==> src/rtl/act_unit_mc.sv <==
// act_unit_mc: two-stage multi-channel activation (rescale + saturate, then ReLU / leaky / clipped / identity).
// Build option: define ACT_ROUND_EN for round-half-up on the rescale shifts (default truncates toward -inf).
module act_unit_mc #(
  parameter int DATA_WIDTH = 16,
  parameter int INT_WIDTH  = 4,
  parameter int NUM_CH     = 4,
  parameter int LEAK_SHIFT = 3,
  parameter int CNT_WIDTH  = 16
) (
  input  logic                           clk,
  input  logic                           rst_n,
  input  logic                           in_valid,
  output logic                           in_ready,
  input  logic [NUM_CH*2*DATA_WIDTH-1:0] in_data,
  input  logic [1:0]                     mode,
  input  logic [DATA_WIDTH-1:0]          clip_val,
  output logic                           out_valid,
  input  logic                           out_ready,
  output logic [NUM_CH*DATA_WIDTH-1:0]   out_data,
  output logic [NUM_CH-1:0]              out_sat,
  input  logic                           sat_clr,
  output logic [CNT_WIDTH-1:0]           sat_count
);

  localparam int W  = DATA_WIDTH;
  localparam int F  = DATA_WIDTH - INT_WIDTH;
  localparam int XW = 2 * DATA_WIDTH;
  localparam int IW = 2 * DATA_WIDTH + 1;
  localparam int LF = F + LEAK_SHIFT;

  localparam logic [1:0] MODE_RELU  = 2'b00;
  localparam logic [1:0] MODE_LEAKY = 2'b01;
  localparam logic [1:0] MODE_CLIP  = 2'b10;

  localparam logic signed [IW-1:0] SAT_MAX = {{(IW-W+1){1'b0}}, {(W-1){1'b1}}};
  localparam logic signed [IW-1:0] SAT_MIN = {{(IW-W+1){1'b1}}, {(W-1){1'b0}}};
  localparam logic [W-1:0]         W_MAX   = {1'b0, {(W-1){1'b1}}};
  localparam logic [W-1:0]         W_MIN   = {1'b1, {(W-1){1'b0}}};

`ifdef ACT_ROUND_EN
  localparam logic signed [IW-1:0] RND_BASE = IW'(1) << (F - 1);
  localparam logic signed [IW-1:0] RND_LEAK = IW'(1) << (LF - 1);
`endif

  logic en;
  logic in_fire;

  logic                       s1_valid_d, s1_valid_q;
  logic [NUM_CH-1:0][W-1:0]   s1_val_d, s1_val_q;
  logic [NUM_CH-1:0]          s1_ovf_d, s1_ovf_q;
  logic [NUM_CH-1:0]          s1_pos_d, s1_pos_q;
  logic [1:0]                 s1_mode_d, s1_mode_q;
  logic [W-1:0]               s1_clip_d, s1_clip_q;

  logic [NUM_CH-1:0][W-1:0]   s2_val;
  logic [NUM_CH-1:0]          s2_sat;

  logic                       out_valid_d, out_valid_q;
  logic [NUM_CH-1:0][W-1:0]   out_data_d, out_data_q;
  logic [NUM_CH-1:0]          out_sat_d, out_sat_q;
  logic [CNT_WIDTH-1:0]       sat_cnt_d, sat_cnt_q;
  logic [CNT_WIDTH:0]         sat_pop;
  logic [CNT_WIDTH:0]         sat_sum;

  assign en       = !out_valid_q || out_ready;
  assign in_ready = en && rst_n;
  assign in_fire  = in_valid && in_ready;

  // Stage 1: rescale each channel (leaky negatives use the longer shift) and saturate.
  always_comb begin : stage1_comb
    logic signed [IW-1:0] x_ext;
    logic signed [IW-1:0] x_adj;
    logic signed [IW-1:0] scaled;
    logic                 leak_neg;
    s1_valid_d = s1_valid_q;
    s1_val_d   = s1_val_q;
    s1_ovf_d   = s1_ovf_q;
    s1_pos_d   = s1_pos_q;
    s1_mode_d  = s1_mode_q;
    s1_clip_d  = s1_clip_q;
    x_ext      = '0;
    x_adj      = '0;
    scaled     = '0;
    leak_neg   = 1'b0;
    if (en) begin
      s1_valid_d = in_fire;
    end
    if (in_fire) begin
      s1_mode_d = mode;
      s1_clip_d = clip_val;
      for (int unsigned c = 0; c < NUM_CH; c++) begin
        x_ext    = {in_data[c*XW + XW - 1], in_data[c*XW +: XW]};
        leak_neg = (mode == MODE_LEAKY) && x_ext[IW-1];
`ifdef ACT_ROUND_EN
        x_adj    = x_ext + (leak_neg ? RND_LEAK : RND_BASE);
`else
        x_adj    = x_ext;
`endif
        scaled   = leak_neg ? (x_adj >>> LF) : (x_adj >>> F);
        if (scaled > SAT_MAX) begin
          s1_val_d[c] = W_MAX;
          s1_ovf_d[c] = 1'b1;
        end else if (scaled < SAT_MIN) begin
          s1_val_d[c] = W_MIN;
          s1_ovf_d[c] = 1'b1;
        end else begin
          s1_val_d[c] = scaled[W-1:0];
          s1_ovf_d[c] = 1'b0;
        end
        s1_pos_d[c] = !x_ext[IW-1] && (x_ext != '0);
      end
    end
  end

  // Stage 2: mode selection; the clip ceiling is compared unsigned against a non-negative value.
  always_comb begin : stage2_comb
    s2_val = '0;
    s2_sat = '0;
    for (int unsigned c = 0; c < NUM_CH; c++) begin
      case (s1_mode_q)
        MODE_RELU, MODE_CLIP: begin
          if (s1_pos_q[c]) begin
            s2_val[c] = s1_val_q[c];
            s2_sat[c] = s1_ovf_q[c];
          end
          if ((s1_mode_q == MODE_CLIP) && (s2_val[c] > s1_clip_q)) begin
            s2_val[c] = s1_clip_q;
          end
        end
        default: begin
          s2_val[c] = s1_val_q[c];
          s2_sat[c] = s1_ovf_q[c];
        end
      endcase
    end
  end

  always_comb begin : out_comb
    out_valid_d = out_valid_q;
    out_data_d  = out_data_q;
    out_sat_d   = out_sat_q;
    sat_cnt_d   = sat_cnt_q;
    sat_pop     = '0;
    sat_sum     = '0;
    if (en) begin
      out_valid_d = s1_valid_q;
      if (s1_valid_q) begin
        out_data_d = s2_val;
        out_sat_d  = s2_sat;
      end
    end
    for (int unsigned c = 0; c < NUM_CH; c++) begin
      sat_pop = sat_pop + {{CNT_WIDTH{1'b0}}, s2_sat[c]};
    end
    sat_sum = {1'b0, sat_cnt_q} + sat_pop;
    // Clear takes priority over a simultaneous load; that load's events are dropped.
    if (sat_clr) begin
      sat_cnt_d = '0;
    end else if (en && s1_valid_q) begin
      sat_cnt_d = sat_sum[CNT_WIDTH] ? '1 : sat_sum[CNT_WIDTH-1:0];
    end
  end

  always_ff @(posedge clk) begin
    if (!rst_n) begin
      s1_valid_q  <= 1'b0;
      s1_val_q    <= '0;
      s1_ovf_q    <= '0;
      s1_pos_q    <= '0;
      s1_mode_q   <= '0;
      s1_clip_q   <= '0;
      out_valid_q <= 1'b0;
      out_data_q  <= '0;
      out_sat_q   <= '0;
      sat_cnt_q   <= '0;
    end else begin
      s1_valid_q  <= s1_valid_d;
      s1_val_q    <= s1_val_d;
      s1_ovf_q    <= s1_ovf_d;
      s1_pos_q    <= s1_pos_d;
      s1_mode_q   <= s1_mode_d;
      s1_clip_q   <= s1_clip_d;
      out_valid_q <= out_valid_d;
      out_data_q  <= out_data_d;
      out_sat_q   <= out_sat_d;
      sat_cnt_q   <= sat_cnt_d;
    end
  end

  assign out_valid = out_valid_q;
  assign out_data  = out_data_q;
  assign out_sat   = out_sat_q;
  assign sat_count = sat_cnt_q;

endmodule

==> config.mk <==
export PLATFORM = sky130hd
export DESIGN_NAME = act_unit_mc
export DESIGN_NICKNAME = d
export VERILOG_FILES = /design/src/rtl/act_unit_mc.sv
export SDC_FILE = /design/constraint.sdc
export NUM_CORES = 1
export LEC_CHECK = 0
export CAP_MARGIN = 20
export CORE_MARGIN = 4
export CORE_UTILIZATION = 34
export CTS_CLUSTER_DIAMETER = 120
export DETAILED_ROUTE_END_ITERATION = 10
export GPL_ROUTABILITY_DRIVEN = 0
export PLACE_DENSITY_LB_ADDON = 0.2
export SYNTH_ARGS = -nofsm -noshare
export SYNTH_HDL_FRONTEND = slang
export SYNTH_SLANG_ARGS = --single-unit
export TNS_END_PERCENT = 5
==> constraint.sdc <==
create_clock -name clk -period 4.08 [get_ports clk]
set_input_delay 0.816 -clock clk [delete_from_list [all_inputs] [get_ports clk]]
set_output_delay 0.816 -clock clk [all_outputs]
set_load 0.02 [all_outputs]
==> results of run 1 <==
-- cell families after synthesis --
kind of cell	after synthesis	share of synthesized area [%]
AOI/OAI and AO/OA	372	23.7
xor gates and xnor gates	11	0.968
adders and majority gates	68	8.77
buffers and inverters	103	4.05
DFF	176	35.4
muxes	60	6.79
and+or+nand+nor	400	20.4
-- worst paths after layout --
| kind | endpoint | cells after the start |
|---|---|---|
| worst max-delay path | sat_count[4]$_SDFFE_PP0P_ | 10 |
| worst min-delay path | s1_mode_q[1]$_SDFFE_PN0P_ | 2 |
| worst max register to register | sat_count[4]$_SDFFE_PP0P_ | 10 |
| worst min register to register | s1_mode_q[1]$_SDFFE_PN0P_ | 2 |
-- power groups by stage --
stage | registers [mW] | clock network, mW | logic [mW]
2_1_floorplan | 2.01 | 0 | 0.518
3_3_place_gp | 2.04 | 0 | 0.937
3_5_place_dp | 2.04 | 0 | 0.949
4_1_cts | 2.00 | 1.83 | 0.957
5_1_grt | 2.02 | 1.90 | 1.06
6_report | 2.00 | 1.81 | 0.959
-- routing by layer --
| metal | routed length (um) | share of wire [%] |
|---|---|---|
| met1 | 16200 | 47 |
| met4 | 804 | 2.3 |
| met3 | 2960 | 8.5 |
| met5 | 0 | 0 |
| met2 | 14900 | 43 |
-- final cells by class --
cell class	count	area share [%]
sequential	176	26.6
multi-input combinational	911	45.5
timing repair buffer	254	18.8
inverter	23	0.651
tap	384	3.62
clock inverter	13	1.52
clock buffer	18	3.31
-- cell usage after synthesis, drive strengths merged (32+ instances only) --
cell type	count	area (um2)
a21oi	167	840
o21ai	75	375
nor4	35	240
mux2	60	676
and2	66	413
dfxtp	176	3520
a221o	33	338
and3	38	238
o32ai	32	280
o211ai	36	270
clkbuf	68	255
ha	65	813
nor2	43	161
nand2	150	563
-- metrics by stage --
stage | instances | power [mW] | worst slack, ns | cell area, um2
floorplan | 1190 | 2.52 | 1.09 | 9960
finish | 1779 | 4.77 | 0.555 | 13300
CTS | 1779 | 4.79 | 0.595 | 13300
global route | 1779 | 4.98 | 0.212 | 13300
global placement | 1748 | 2.97 | 0.725 | 12600
detailed placement | 1748 | 2.99 | 0.633 | 12600
-- flip-flops by register name (all words and copies together) (netlist names) --
signal and count:
s1_valid_q 1, out_data 64, s1_val_q 64, out_valid 1, s1_clip_q 16, s1_pos_q 4, sat_count 16, s1_ovf_q 4
out_sat 4, s1_mode_q 2
-- critical path, cell delays in order (launching register included) --
cell and delay [ns]:
dfxtp_1 0.63, o21ai_0 0.25, fa_1 0.52, fa_1 0.42, inv_1 0.09, fa_1 0.21
nand2_1 0.06, or2_2 0.29, nor3_1 0.36, nand2b_1 0.37, a21oi_1 0.24
==> flow_summary.json, run 1 <==
{
  "ys_seq_area_share_pct": 35.4,
  "synth_ff_type": "dfxtp_1",
  "top_usage_layer": "met2",
  "clkPwrFrac_pct": 37.9,
  "drive_above_1_share_pct": 9.39,
  "port_buffers": 236,
  "hp-start": "s1_mode_q[1]$_SDFFE_PN0P_",
  "vias": 9708,
  "antenna_found_initial": 0,
  "avgViaCountPerCell": 5.46,
  "worst_pin_slew_ns": 0.882,
  "rsz0062_at_grt": "no",
  "register_area_um2": 3520,
  "leakage_nw": 5.08,
  "grt_max_degree": 74,
  "track_usage_pct": 21.0,
  "layout_common_cells": "clkdlybuf4s50_1 (235), dfxtp_1 (176), a21oi_1 (166)",
  "clock_sinks": 176,
  "drv_slew": 0,
  "worst_setup_path_end_kind": "flop",
  "cp.required_ns": 4.43,
  "num_rows": 62,
  "finalCoreUtilization_pct": 46.1,
  "reg2reg_setup_slack_ns": 0.55,
  "syn_inst": 1190,
  "clk_latency_ns": 0.44,
  "grt_pass1_wl_mm": 52.7,
  "cts_tree": "yes",
  "ios": 237,
  "cts_setup_buffers": 0,
  "clockBufferDepth": 2,
  "ys_warn_count": 0,
  "nNetsFinal": 1602,
  "swShare_pct": 29.8,
  "area_growth_pct": 33.2,
  "maxCapViolCount": 0,
  "synth_area_per_cell_um2": 8.37,
  "clk_pin_slew_ns": 0.07,
  "cts_root_buf": "clkbuf_16",
  "cts_hold_buffers": 0,
  "post-route-min-period_ns": 3.53,
  "clock_skew_ns": 0.0150,
  "dp_hpwl_mm": 25.9,
  "multi_input_area_um2": 6030,
  "combPwrFrac_pct": 20.1,
  "cp-start-kind": "flop",
  "hp-class": "reg2reg",
  "fmax_ghz": 0.284,
  "crit_start": "s1_pos_q[0]$_SDFFE_PN0P_",
  "finalWirelength_mm": 34.9,
  "fp.dieArea_um2": 32100,
  "max_slew_margin_pct": 41.0,
  "fin_crit_sh_pct": 86.4,
  "htreeDepth": 4,
  "fillCellCount": 2808,
  "status": "finished clean",
  "criticalPathCategory": "reg2reg",
  "grt_use_met2_pct": 31.9,
  "die_w_um": 179,
  "arrival_ns": 3.87,
  "start_util_pct": 34.6,
  "grt_overflow": 0,
  "cp_max_fo": 19,
  "synth.distinct_cells": 48,
  "synth-edff-count": 0,
  "die_h_um": 179,
  "cts-resized-gates": 0,
  "drc": 0,
  "routedWlPerCell_um": 19.6,
  "antenna-diode-count": 0,
  "cts_made_buffers": 17,
  "vdd_ir_drop_max_uv": 304,
  "r2r-start": "s1_pos_q[0]$_SDFFE_PN0P_",
  "power_switching_mw": 1.42,
  "ys_async_sr_fraction_pct": 0,
  "first_pass_iters": 5,
  "met1_usage_pct": 29.5,
  "met3_usage_pct": 4.93,
  "final_common_cell": "clkdlybuf4s50_1",
  "hold-worst-slack_ns": 0.471,
  "synth_seq_cells": 176,
  "setup_viol": 0,
  "seqPwrFrac_pct": 42.0,
  "drt-initial-drc-count": 762,
  "final_hold_viol_count": 0,
  "syn-num-nets": 1409,
  "internal_power_mw": 3.35,
  "antenna_left": 0,
  "power.density_nw_per_um2": 360,
  "grt_pass1_vias": 9411,
  "netlist_area_um2": 9960,
  "setup_tns_ns": 0,
  "core_region_area_um2": 28800
}
(Power assumes the default switching activity.)
==> run 2, diff against run 1 <==
--- a/config.mk
+++ b/config.mk
@@ -10,7 +10,6 @@
 export CORE_UTILIZATION = 34
 export CTS_CLUSTER_DIAMETER = 120
 export DETAILED_ROUTE_END_ITERATION = 10
-export GPL_ROUTABILITY_DRIVEN = 0
 export PLACE_DENSITY_LB_ADDON = 0.2
 export SYNTH_ARGS = -nofsm -noshare
 export SYNTH_HDL_FRONTEND = slang
==> run 2 against run 1 <==
  * Register-to-register slack got worse by 0.18 ns
  * Non-clock buffer count up 1
  * Global-route usage fell by 0.13 points
  * Worst setup slack worse by 0.18 ns
  * Final cell count up 0.11%
  * First-iteration DRC count rose by 22%
  * Routed wire length grew 0.21%
  * Sequential cell count is the same
  * Clock power barely moved
  * Utilization hardly changed
  * Largest power group unchanged
  * Highest routed layer unchanged
==> flow_summary.json, run 2 (synthesized netlist as in run 1, its figures left out) <==
{
  "grt_pass1_vias": 9267,
  "antenna-diode-count": 0,
  "vias": 9711,
  "worst_setup_path_end_kind": "flop",
  "final_hold_viol_count": 0,
  "track_usage_pct": 20.8,
  "avgViaCountPerCell": 5.45,
  "crit_start": "s1_pos_q[0]$_SDFFE_PN0P_",
  "power_switching_mw": 1.46,
  "port_buffers": 236,
  "layout_common_cells": "clkdlybuf4s50_1 (235), dfxtp_1 (176), a21oi_1 (166)",
  "antenna_left": 0,
  "r2r_end": "sat_count[4]$_SDFFE_PP0P_",
  "seqPwrFrac_pct": 42.1,
  "clockBufferDepth": 2,
  "core_region_area_um2": 28800,
  "cp-start-kind": "flop",
  "worst_pin_slew_ns": 0.870,
  "ios": 237,
  "endpoint": "sat_count[4]$_SDFFE_PP0P_",
  "grt_overflow": 0,
  "cts_root_buf": "clkbuf_16",
  "drive_above_1_share_pct": 9.52,
  "nNetsFinal": 1603,
  "power.density_nw_per_um2": 359,
  "grt_pass1_wl_mm": 52.4,
  "reg2reg_depth": 10,
  "combPwrFrac_pct": 20.2,
  "r2r-start": "s1_pos_q[0]$_SDFFE_PN0P_",
  "cts_setup_buffers": 0,
  "criticalPathCategory": "reg2reg",
  "power.total_mw": 4.76,
  "fp.dieArea_um2": 32100,
  "antenna_found_initial": 0,
  "hold-worst-slack_ns": 0.486,
  "rsz0062_at_grt": "no",
  "grt_max_degree": 96,
  "swShare_pct": 30.6,
  "area_growth_pct": 33.3,
  "cts-resized-gates": 0,
  "clock_skew_ns": 0.0121,
  "setup_tns_ns": 0,
  "routedWlPerCell_um": 19.6,
  "post-route-min-period_ns": 3.70,
  "arrival_ns": 4.05,
  "cts_hold_buffers": 0,
  "clk_pin_slew_ns": 0.08,
  "maxCapViolCount": 0,
  "cts_tree": "yes",
  "clkPwrFrac_pct": 37.7,
  "first_pass_iters": 5,
  "leakage_nw": 5.09,
  "place.gp.congestion": 0.950,
  "setup_viol": 0,
  "reg2reg_setup_slack_ns": 0.38,
  "fin_crit_sh_pct": 90.7,
  "status": "finished clean",
  "hp-class": "reg2reg",
  "drv_slew": 0,
  "max_slew_margin_pct": 41.6,
  "die_h_um": 179,
  "drt-initial-drc-count": 928,
  "clk_latency_ns": 0.44,
  "vdd_ir_drop_max_uv": 295,
  "cts_made_buffers": 17,
  "cp_max_fo": 19,
  "num_rows": 62,
  "htreeDepth": 4,
  "fmax_ghz": 0.270,
  "finalWirelength_mm": 34.9,
  "start_util_pct": 34.6,
  "final_common_cell": "clkdlybuf4s50_1",
  "drc": 0,
  "clock_sinks": 176,
  "die_w_um": 179,
  "cp.required_ns": 4.43,
  "dp_hpwl_mm": 26.0,
  "internal_power_mw": 3.30
}
-- run 2: power groups by stage --
stage               clock network [mW]  registers [mW]  logic [mW]
floorplan                            0            2.01       0.518
global placement                     0            2.04       0.941
detailed placement                   0            2.04       0.956
CTS                               1.80            2.00       0.960
global route                      1.88            2.02        1.06
finish                            1.80            2.00       0.961
-- run 2: worst max-delay path, stage by stage (launching register included) --
cell      delay (ns)
dfxtp_1         0.66
o21ai_0         0.27
fa_1            0.52
fa_1            0.42
inv_1           0.09
fa_1            0.22
nand2_1         0.06
or2_2           0.30
nor3_1          0.41
nand2b_1        0.41
a21oi_1         0.27
-- run 2: per-layer routing --
| layer | wire [um] | track usage (%) |
|---|---|---|
| met1 | 16700 | 30.5 |
| met2 | 15000 | 31.7 |
| met3 | 2560 | 3.37 |
| met4 | 648 | 5.59 |
| met5 | 0 | 0 |
-- run 2: worst min-delay path by stage --
stage	slack [ns]	start	cells after the start	endpoint
finish	0.49	s1_mode_q[1]$_SDFFE_PN0P_	2	s1_mode_q[1]$_SDFFE_PN0P_
detailed placement	0.48	s1_mode_q[1]$_SDFFE_PN0P_	2	s1_mode_q[1]$_SDFFE_PN0P_
floorplan	0.43	s1_mode_q[1]$_SDFFE_PN0P_	2	s1_mode_q[1]$_SDFFE_PN0P_
global placement	0.45	s1_mode_q[1]$_SDFFE_PN0P_	2	s1_mode_q[1]$_SDFFE_PN0P_
CTS	0.49	s1_mode_q[1]$_SDFFE_PN0P_	2	s1_mode_q[1]$_SDFFE_PN0P_
global route	0.52	s1_val_q[63]$_SDFFE_PN0P_	2	s1_val_q[63]$_SDFFE_PN0P_
-- run 2: area by class of cell --
cell class                      count  area, um2
Clock inverter                     14        191
Timing Repair Buffer              255       2510
Multi-Input combinational cell    911       6030
Clock buffer                       18        439
Inverter                           23       86.3
Tap cell                          384        480
Fill cell                        2856      15500
Sequential cell                   176       3520
-- run 2: through the flow --
stage / utilization (%) / setup WS [ns] / instance area, um2 / std cells
5_1_grt: 46.1 / 0.129 / 13300 / 1781
6_report: 46.1 / 0.379 / 13300 / 1781
3_3_place_gp: 43.9 / 0.674 / 12600 / 1749
3_5_place_dp: 43.9 / 0.497 / 12600 / 1749
2_1_floorplan: - / 1.09 / 9960 / 1190
4_1_cts: 46.1 / 0.474 / 13300 / 1781
==> run 3, diff against run 2 <==
--- a/config.mk
+++ b/config.mk
@@ -11,6 +11,8 @@
 export CTS_CLUSTER_DIAMETER = 120
 export DETAILED_ROUTE_END_ITERATION = 10
 export PLACE_DENSITY_LB_ADDON = 0.2
+export REMOVE_ABC_BUFFERS = 1
+export SLEW_MARGIN = 20
 export SYNTH_ARGS = -nofsm -noshare
 export SYNTH_HDL_FRONTEND = slang
 export SYNTH_SLANG_ARGS = --single-unit
==> run 3 against run 2 <==
  * Clock skew up 0.00078 ns
  * Combinational power increased by 2%
  * Cell area increased by 0.14%
  * Hold slack got worse by 0.024 ns
  * First-iteration DRC count down 21%
  * Largest power group unchanged
  * Highest routed layer unchanged
==> flow_summary.json, run 3 (synthesized netlist as in run 1, its figures left out) <==
{
  "status": "finished clean",
  "clock_skew_ns": 0.0129,
  "core_region_area_um2": 28800,
  "setup_tns_ns": 0,
  "finalCoreUtilization_pct": 46.2,
  "worst_pin_slew_ns": 0.863,
  "clockBufferDepth": 2,
  "hp-class": "reg2reg",
  "placed_cell_area_um2": 12700,
  "vdd_ir_drop_max_uv": 285,
  "leakage_nw": 5.11,
  "power.total_mw": 4.62,
  "cts_made_buffers": 17,
  "antenna-diode-count": 0,
  "cp_max_fo": 11,
  "clk_latency_ns": 0.44,
  "clock_sinks": 176,
  "arrival_ns": 3.76,
  "endpoint": "sat_count[5]$_SDFFE_PP0P_",
  "rsz0062_at_grt": "no",
  "criticalPathCategory": "reg2reg",
  "drt-initial-drc-count": 732,
  "fillCellCount": 2827,
  "post-route-min-period_ns": 3.40,
  "fmax_ghz": 0.294,
  "cts_setup_buffers": 0,
  "avgViaCountPerCell": 5.51,
  "fp.dieArea_um2": 32100,
  "grt_overflow": 0,
  "first_pass_iters": 5,
  "reg2reg_depth": 10,
  "nNetsFinal": 1609,
  "grt_use_met2_pct": 35.6,
  "drive_above_1_share_pct": 9.84,
  "max_slew_margin_pct": 42.3,
  "antenna_found_initial": 0,
  "cts_tree": "yes",
  "layout_common_cells": "clkdlybuf4s50_1 (235), dfxtp_1 (176), a21oi_1 (166)",
  "grt_max_degree": 184,
  "port_buffers": 236,
  "final_hold_viol_count": 0,
  "htreeDepth": 4,
  "cts_root_buf": "clkbuf_16",
  "layout_setup_ws_ns": 0.680,
  "final_common_cell": "clkdlybuf4s50_1",
  "maxCapViolCount": 0,
  "grt_pass1_vias": 9643,
  "vias": 9847,
  "crit_start": "s1_mode_q[0]$_SDFFE_PN0P_",
  "power.density_nw_per_um2": 348,
  "cp-start-kind": "flop",
  "track_usage_pct": 21.0,
  "reg2reg_setup_slack_ns": 0.68,
  "r2r-start": "s1_mode_q[0]$_SDFFE_PN0P_",
  "num_rows": 62,
  "met3_usage_pct": 4.74,
  "area_growth_pct": 33.5,
  "antenna_left": 0,
  "finalWirelength_mm": 34.9,
  "layoutNonFillerInstCount": 1787,
  "r2r_end": "sat_count[5]$_SDFFE_PP0P_",
  "cts_hold_buffers": 0,
  "hold-worst-slack_ns": 0.462,
  "grt_pass1_wl_mm": 53.1,
  "setup_viol": 0,
  "start_util_pct": 34.6,
  "worst_setup_path_end_kind": "flop",
  "post-route-cell-area_um2": 13300,
  "pre_cts_slack_ns": 0.671,
  "ios": 237,
  "place.gp.congestion": 0.900,
  "cts-resized-gates": 0,
  "drv_slew": 0,
  "clk_pin_slew_ns": 0.07,
  "met1_usage_pct": 27.5,
  "die_w_um": 179,
  "cp.required_ns": 4.44,
  "dp_hpwl_mm": 26.1,
  "drc": 0,
  "top_usage_layer": "met2",
  "fin_crit_sh_pct": 83.3,
  "routedWlPerCell_um": 19.5,
  "die_h_um": 179,
  "place_inst": 1755
}
-- run 3: cell count changes in the layout (fill, tap and decap cells not counted), moves of 2 or more --
| cell | change |
|---|---|
| buf_4 | +4 |
| inv_6 | +3 |
| buf_12 | +2 |
| bufinv_16 | -2 |
| inv_8 | -2 |
-- run 3: worst max-delay path, stage by stage (launching register included) --
cell and delay [ns]:
dfxtp_1 0.57, o21ai_0 0.24, fa_1 0.50, fa_1 0.39, inv_1 0.08, fa_1 0.21, nand2_1 0.06, or2_2 0.30
nor3_1 0.40, nand2b_1 0.37, a21oi_1 0.22
-- run 3: per-layer routing --
metal  vias up  part of all wire [%]
met5         -                     0
met4         0                   1.1
met3        28                   6.6
met2       287                    48
met1      4725                    45
li1       4807                     -
-- run 3: power by group --
part	switching (mW)	internal, mW	leakage, nW	total (mW)
Combinational	0.523	0.457	3.37	0.980
Clock	0.770	0.883	0.288	1.65
Sequential	0.145	1.85	1.45	1.99
Total	1.44	3.19	5.11	4.62
-- run 3: final cells by class --
class                           instances  area (um2)  share of cell area (%)
Sequential cell                       176        3520                    26.5
Tap cell                              384         480                    3.62
Timing Repair Buffer                  261        2580                    19.5
Clock buffer                           19         443                    3.33
Inverter                               23        86.3                   0.650
Multi-Input combinational cell        911        6030                    45.4
Clock inverter                         13         136                    1.03
-- run 3: worst min path at each step --
| stage | startpoint | cells after the start | slack (ns) | to |
|---|---|---|---|---|
| 2_1_floorplan | s1_mode_q[1]$_SDFFE_PN0P_ | 2 | 0.43 | s1_mode_q[1]$_SDFFE_PN0P_ |
| 3_3_place_gp | s1_mode_q[1]$_SDFFE_PN0P_ | 2 | 0.44 | s1_mode_q[1]$_SDFFE_PN0P_ |
| 3_5_place_dp | s1_mode_q[1]$_SDFFE_PN0P_ | 2 | 0.46 | s1_mode_q[1]$_SDFFE_PN0P_ |
| 4_1_cts | s1_mode_q[1]$_SDFFE_PN0P_ | 2 | 0.47 | s1_mode_q[1]$_SDFFE_PN0P_ |
| 5_1_grt | s1_mode_q[1]$_SDFFE_PN0P_ | 2 | 0.50 | s1_mode_q[1]$_SDFFE_PN0P_ |
| 6_report | s1_mode_q[1]$_SDFFE_PN0P_ | 2 | 0.46 | s1_mode_q[1]$_SDFFE_PN0P_ |
